===== src/rtl/lfsr32_e.sv =====
// 32-bit maximal-length Fibonacci LFSR (x^32 + x^22 + x^2 + x + 1) with step enable.
// Free-running pseudo-random source; the all-zero state self-recovers to the seed.
module lfsr32_e #(
  parameter logic [31:0] SEED = 32'h0000_0001
) (
  input  logic        clk,
  input  logic        rst,
  input  logic        enb,
  output logic [31:0] q
);

  // A zero seed would lock the register up, so it is replaced at elaboration.
  localparam logic [31:0] SEEDEFF = (SEED == 32'h0) ? 32'h0000_0001 : SEED;

  logic [31:0] state;
  logic        fb;

  assign fb = state[31] ^ state[21] ^ state[1] ^ state[0];

  // Reset wins over lock-up recovery, which in turn wins over the enable.
  always_ff @(posedge clk or negedge rst) begin
    if (!rst) begin
      state <= SEEDEFF;
    end else if (state == 32'h0) begin
      state <= SEEDEFF;
    end else if (enb) begin
      state <= {state[30:0], fb};
    end
  end

  assign q = state;

endmodule


===== config.mk =====
export PLATFORM = sky130hd
export DESIGN_NAME = lfsr32_e
export DESIGN_NICKNAME = d
export VERILOG_FILES = /design/src/rtl/lfsr32_e.sv
export SDC_FILE = /design/constraint.sdc
export NUM_CORES = 1
export LEC_CHECK = 0
export CORE_ASPECT_RATIO = 1.1
export CORE_MARGIN = 8
export CORE_UTILIZATION = 50
export DETAILED_ROUTE_END_ITERATION = 16
export PLACE_DENSITY = 0.87
export SYNTH_ARGS = -nofsm -noshare
export SYNTH_HDL_FRONTEND = slang
export SYNTH_SLANG_ARGS = --single-unit

===== constraint.sdc =====
create_clock -name clk -period 3.7 [get_ports clk]
set_clock_uncertainty 0.1 [all_clocks]
set_input_delay 0.37 -clock clk [delete_from_list [all_inputs] [get_ports clk]]
set_output_delay 0.37 -clock clk [all_outputs]
set_load 0.05 [all_outputs]

==> results.md, run 1 <==
* Final Hold Violating Endpoints at 0
* Setup slack after layout at 1510 ps
* CP max FO at 5
* Syn Area/Cell at 16.0 sq um
* Clk buf depth at 2
* Vias at 841
* Std cell rows at 19
* Number of port buffers at 34
* Adder-Cell Fraction of Synth Area at 0%
* Worst r2r dst: q[0]
* Worst path top cell family by delay: buffers and inverters
* Hold-fix buffers, CTS at 0
* GP Congestion at 0.770
* RSZ-0062 raised after global routing: false
* Max_slew headroom at 65.5%
* Slew @ Worst Pin at 516 ps
* CP max-delay cell: clkdlybuf4s50_1
* Diodes inserted at 0
* Critical path cell sequence: clkdlybuf4s50_1
* Reg2Reg Setup Slack at 2380 ps
* TritonRoute pass-1 iters at 2
* Startpoint Class: register
* Cell count after synthesis at 81
* Setup crit end kind: primary output
* Die footprint at 4470 sq um
* # resized after CTS at 0
* XOR/XNOR Fraction of Synth Area at 1.84%
* Largest net degree at the start of global routing at 34
* Post-place setup slack at 1870 ps
* Main combinational cell family by area after synthesis: multiplexers
* Mux cell area share after synthesis at 27.0%
* Worst EP arrival at 1720 ps
* Crit-path max cell delay at 820 ps
* GRT overflow at 0
* Kind of critical path: register to primary output
* FF-to-FF path depth at 3
* Post-synth cell types at 11
* Post-CTS setup buffer count at 0
* H-Tree Depth at 2
* # clock sinks at 32
* First-pass GRT wire length at 4.55 mm
* Fraction of layout cells with a size suffix above 1 at 33.9%
* Syn Nets at 84
* GR Util All Layers at 12.8%
* Post-layout min period at 2190 ps
* Worst-path clk slew at 90 ps
* Die width at 64.5 um
* Area of the mapped netlist at 1290 sq um
* Filler cells at 195
* Hpwl dp at 1.89 mm
* Initial Utilization at 52.3%
* DP Cell Count at 144
* FF-to-FF Start: q[1]
* DRC viols at 0
* CTS tree: built
* Total of warnings raised by yosys at 0
* Non-filler cells in the finished layout at 152
* Slew Viols, Final at 0
* Leading area contributor after synthesis: dfrtp_1
* Clock Tree Root: clkbuf_4
* Setup_tns at 0 ps
* Drt total wl at 2.63 mm
* Nets at 123
* Top cells by area, synth: dfrtp_1 60%, mux2_2 27%, nor4_1 3.9%, dfstp_2 2.0%, xor3_1 1.8%
* Die span in y at 69.3 um
* Sequential share of the synthesized area at 62.1%
* Vias in the first global route at 963
* Yosys top cell area share at 60.0%
* Vias per Instance at 5.53
* DR iter-0 viols at 14
* Final Util at 69.2%
* Core Footprint at 2470 sq um
* Layout area overhead at 32.4%
* Crit path buf inv count at 1
* Worst Hold Class: input pin to async pin
* Clk_lat worst skew at 330 ps
* Max Cap Viol at 0
* Status: finished clean
* Flop and latch count out of synthesis at 32
* Synth Area in Simple Gates at 5.42%
* Max FFs per register at 32
* Initial antenna violation count at 0
* Worst Path Required at 3230 ps
* Routed length per instance at 17.3 um
* Final cycle utilization of the critical path at 59.1%
* IO Pins at 35
* Synth Area in Compound Gates at 1.74%
* Fmax at 457 MHz
* Detail Route Antenna Nets at 0
* Endpoints failing setup at 0
* TritonCTS buffer count at 5
-- synthesized netlist by cell type --
cell type / number
dfstp_2: 1
xor3_1: 1
dfrtp_1: 31
buf_4: 2
mux2_2: 31
buf_2: 2
nand4_1: 2
nor4_1: 8
nand3b_1: 1
a21bo_1: 1
o211ai_2: 1
-- layout make-up --
class                   count  area, sq um  area share (%)
clock buffers               7         45.0            2.63
clock inverters             1         5.00           0.292
multi-input cells          45          465            27.2
flip-flops and latches     32          802            46.9
well taps                  31         38.8            2.27
repair buffers             36          355            20.8
-- placed cells by master (no fill, tap or decap), drive strengths merged --
cell type and instances:
clkdlybuf4s50 34, mux2 31, dfrtp 31, nor4 8
clkbuf 7, nand4 2, buf 2, xor3 1
nand3b 1, a21bo 1, o211ai 1, clkinv 1
dfstp 1
-- stage by stage --
step,hold slack (ps),cell area (sq um)
after CTS,331,1710
final,330,1710
after floorplan,-25.6,1290
after global routing,356,1710
after detailed placement,452,1660
after global placement,436,1660
-- metal layers --
metal / global-route usage (%) / wire, um
met1: 13.3 / 1050
met5: 0 / 0
met2: 20.1 / 1300
met3: 8.08 / 243
met4: 5.10 / 38
-- cell families after synthesis --
family	after synthesis
AOI/OAI and AO/OA	2
and+or+nand+nor	11
buffers and inverters	4
muxes	31
xor gates and xnor gates	1
DFF	32
-- how the worst max path moves through the flow --
stage,from,endpoint,depth (start not counted)
floorplan,q[1],q[0],3
global placement,q[0],q[0],1
detailed placement,enb,q[9],3
CTS,q[0],q[0],1
global route,q[0],q[0],1
finish,q[0],q[0],1
Power of run 1 is left out: the tool's default activity adds up to more than one toggle a clock period on the data nets, which glitch-free logic cannot reach.
==> run 2: changes to the inputs <==
--- a/config.mk
+++ b/config.mk
@@ -7,9 +7,9 @@
 export LEC_CHECK = 0
 export CORE_ASPECT_RATIO = 1.1
 export CORE_MARGIN = 8
-export CORE_UTILIZATION = 50
+export CORE_UTILIZATION = 42
 export DETAILED_ROUTE_END_ITERATION = 16
-export PLACE_DENSITY = 0.87
+export PLACE_DENSITY = 0.79
 export SYNTH_ARGS = -nofsm -noshare
 export SYNTH_HDL_FRONTEND = slang
 export SYNTH_SLANG_ARGS = --single-unit
==> constraint.sdc (replaced) <==
create_clock -name clk -period 1.8 [get_ports clk]
set_clock_uncertainty 0.1 [all_clocks]
set_input_delay 0.18 -clock clk [delete_from_list [all_inputs] [get_ports clk]]
set_output_delay 0.18 -clock clk [all_outputs]
set_load 0.05 [all_outputs]
==> results.md, run 2 (synthesized netlist as in run 1, its figures left out) <==
* Setup crit end kind: primary output
* Placed Area at 1600 sq um
* Most common cell after layout, fill and taps aside: buf_4
* Post-route cell area at 1670 sq um
* TritonRoute pass-1 iters at 2
* CTS tree: built
* Max Cap Viol at 0
* Vias in the first global route at 901
* Most frequent cells in the layout: 33 x buf_4, 31 x mux2_2, 31 x dfrtp_1
* Diodes inserted at 0
* Vias at 831
* Hold-fix buffers, CTS at 0
* DRC viols at 0
* Worst EP arrival at 1100 ps
* Initial antenna violation count at 0
* Post-CTS setup buffer count at 0
* # clock sinks at 32
* Worst Path Required at 1520 ps
* Max FFs per register at 32
* Worst path top cell family by delay: flip-flops
* TritonCTS buffer count at 5
* DR iter-0 viols at 27
* # resized after CTS at 0
* Routed length per instance at 17.1 um
* Number of port buffers at 34
* CP max FO at 5
* Initial Utilization at 43.1%
* Core Footprint at 3000 sq um
* Die footprint at 5110 sq um
* GR Util All Layers at 11.9%
* Vias per Instance at 5.36
* GP Congestion at 0.722
* Clock Tree Root: clkbuf_4
* Crit path buf inv count at 1
* Slew Viols, Final at 0
* H-Tree Depth at 2
* CP max-delay cell: dfstp_2
* RSZ-0062 raised after global routing: false
* Fraction of layout cells with a size suffix above 1 at 61.2%
* Largest net degree at the start of global routing at 34
* Kind of critical path: register to primary output
* Startpoint Class: register
* Drt total wl at 2.64 mm
* Max_slew headroom at 73.6%
* Die span in y at 74.2 um
* Post-layout min period at 1380 ps
* Worst Hold Class: input pin to async pin
* Std cell rows at 21
* Critical path cell sequence: buf_4
* Hpwl dp at 1.89 mm
* Endpoints failing setup at 0
* Fmax at 726 MHz
* Clk_lat worst skew at 340 ps
* Hold Slack at 133 ps
* Status: finished clean
* Die width at 68.9 um
* Final cycle utilization of the critical path at 76.6%
* Final Hold Violating Endpoints at 0
* Setup_tns at 0 ps
* Detail Route Antenna Nets at 0
* Crit-path max cell delay at 570 ps
* GRT overflow at 0
* Layout area overhead at 29.5%
* Clk buf depth at 2
* IO Pins at 35
* First-pass GRT wire length at 4.44 mm
* Worst-path clk slew at 100 ps
* Slew @ Worst Pin at 396 ps
* Nets at 123
## run 2: changes by cell type in the layout (fill, tap and decap cells not counted)
cell | previous run | this run
bufinv_16 | 0 | 1
clkbuf_1 | 2 | 1
buf_4 | 2 | 33
buf_12 | 0 | 1
clkdlybuf4s50_1 | 34 | 2
## run 2: final timing paths
check / cells past startpoint / slack [ps] / to / startpoint
max: 1 / 420 / q[0] / q[0]
min: 2 / 130 / q[29] / rst
max reg2reg: 3 / 490 / q[0] / q[1]
min reg2reg: 1 / 470 / q[14] / q[13]
max in group asynchronous: 2 / 1140 / q[0] / rst
min in group clk: 1 / 470 / q[14] / q[13]
## run 2: per-layer routing
metal,wire [um],global-route usage [%],up-vias,share of wire [%]
met1,1130,13.9,412,43
met3,251,5.42,7,9.5
met2,1200,17.6,29,45
met5,0,0,-,0
met4,58,6.70,0,2.2
li1,-,-,383,-
## run 2: cell type report
| cell class | instances | area [sq um] |
|---|---|---|
| Fill cell | 264 | 1320 |
| Tap cell | 34 | 42.5 |
| Timing Repair Buffer | 36 | 288 |
| Clock inverter | 2 | 35.0 |
| Multi-Input combinational cell | 45 | 465 |
| Sequential cell | 32 | 802 |
| Clock buffer | 6 | 41.3 |
## run 2: metrics by stage
stage                     std cells  setup WS [ps]  util [%]
after global placement          147            322      53.3
final                           155            422      55.9
after CTS                       155            396      55.9
after global routing            155            356      55.9
after floorplan                  81            214         -
after detailed placement        147            293      53.3
Power of run 2 is left out for the same reason.
==> run 3: changes to the inputs <==
==> constraint.sdc (replaced) <==
create_clock -name clk -period 1.2 [get_ports clk]
set_clock_uncertainty 0.1 [all_clocks]
set_input_delay 0.12 -clock clk [delete_from_list [all_inputs] [get_ports clk]]
set_output_delay 0.12 -clock clk [all_outputs]
set_load 0.05 [all_outputs]
==> results.md, run 3 (synthesized netlist as in run 1, its figures left out) <==
* Status: complete, but fails checks
* Failing checks: setup timing
* Worst Path Required at 1360 ps
* Worst-path clk slew at 100 ps
* Hold-fix buffers, CTS at 0
* First-pass GRT wire length at 6.93 mm
* Fmax at 739 MHz
* Final Hold Violating Endpoints at 0
* DR iter-0 viols at 65
* Vias per Instance at 5.30
* CP max FO at 2
* DRC viols at 0
* Post-route cell area at 2690 sq um
* Post-layout min period at 1350 ps
* Hpwl dp at 2.45 mm
* Clk_lat worst skew at 340 ps
* TritonRoute pass-1 iters at 4
* Die span in y at 74.2 um
* Most frequent cells in the layout: 34 x buf_12, 33 x buf_6, 31 x buf_4
* Filler cells at 118
* IO Pins at 35
* Setup slack after layout at -154 ps
* GP Congestion at 0.767
* TritonCTS buffer count at 5
* Setup crit end kind: register
* Routed length per instance at 20.7 um
* Placed Area at 2250 sq um
* Initial Utilization at 43.1%
* H-Tree Depth at 2
* Clock Tree Root: clkbuf_4
* Vias at 1161
* Slew Viols, Final at 0
* CP max-delay cell: dfrtp_1
* Slew @ Worst Pin at 315 ps
* GR Util All Layers at 18.7%
* Max_slew headroom at 78.8%
* Largest net degree at the start of global routing at 34
* Fraction of layout cells with a size suffix above 1 at 77.3%
* Max Cap Viol at 0
* Worst Hold Class: input pin to async pin
* Worst path top cell family by delay: simple AND/OR/NAND/NOR gates
* Diodes inserted at 0
* Crit path buf inv count at 0
* Setup_tns at -1780 ps
* Nets at 187
* Final cycle utilization of the critical path at 113%
* # clock sinks at 32
* Clk buf depth at 2
* Std cell rows at 21
* Layout area overhead at 108%
* Drt total wl at 4.53 mm
* Detail Route Antenna Nets at 0
* CTS tree: built
* GRT overflow at 0
* Vias in the first global route at 1316
* RSZ-0062 raised after global routing: true
* Most common cell after layout, fill and taps aside: buf_12
* Max FFs per register at 32
* Number of port buffers at 34
* Worst EP arrival at 1520 ps
* Kind of critical path: register to register
* Core Footprint at 3000 sq um
* Die width at 68.9 um
* Startpoint Class: register
* Initial antenna violation count at 0
* Critical path cell sequence: nor4_1, nand4_1, o211ai_2
* Endpoints failing setup at 34
* Die footprint at 5110 sq um
* Crit-path max cell delay at 430 ps
## run 3: path summary, 6_finish.rpt
kind,depth (start not counted),end,startpoint,slack [ps]
setup / recovery,3,q[0],q[8],-150
hold / removal,2,q[12],rst,70
setup reg to reg,3,q[0],q[8],-150
hold reg to reg,3,q[0],q[18],520
max in group asynchronous,2,q[0],rst,690
min in group clk,3,q[0],q[18],520
## run 3: per-stage QoR
step / util, % / hold slack [ps] / setup slack, ps / std cells
global placement: 75.3 / 399 / -211 / 179
detailed placement: 75.3 / 406 / -255 / 179
floorplan: - / -276 / -191 / 81
global route: 89.8 / 56.4 / -187 / 219
CTS: 88.4 / 37.7 / -144 / 215
finish: 89.8 / 65.8 / -154 / 219
## run 3: timing repair
item                                   4_1_cts  5_1_grt
endpoints found under the hold margin        0        0
resized for setup                           34        3
pin swaps                                    3        0
setup buffers                               28        4
setup endpoints to repair                   33       33
## run 3: cell type report
type                            instances  area (sq um)  area share (%)
Timing Repair Buffer                  100          1310            48.5
Tap cell                               34          42.5            1.58
Sequential cell                        32           806            29.9
Clock buffer                            7          45.0            1.67
Multi-Input combinational cell         45           488            18.1
Clock inverter                          1          5.00           0.186
## run 3: per-layer routing
metal	vias up	GRT usage, %	wire length (um)
li1	511	-	-
met1	592	20.2	1640
met2	45	32.8	2500
met3	13	5.87	271
met4	0	6.92	121
met5	-	0	0
Power of run 3 is left out for the same reason.
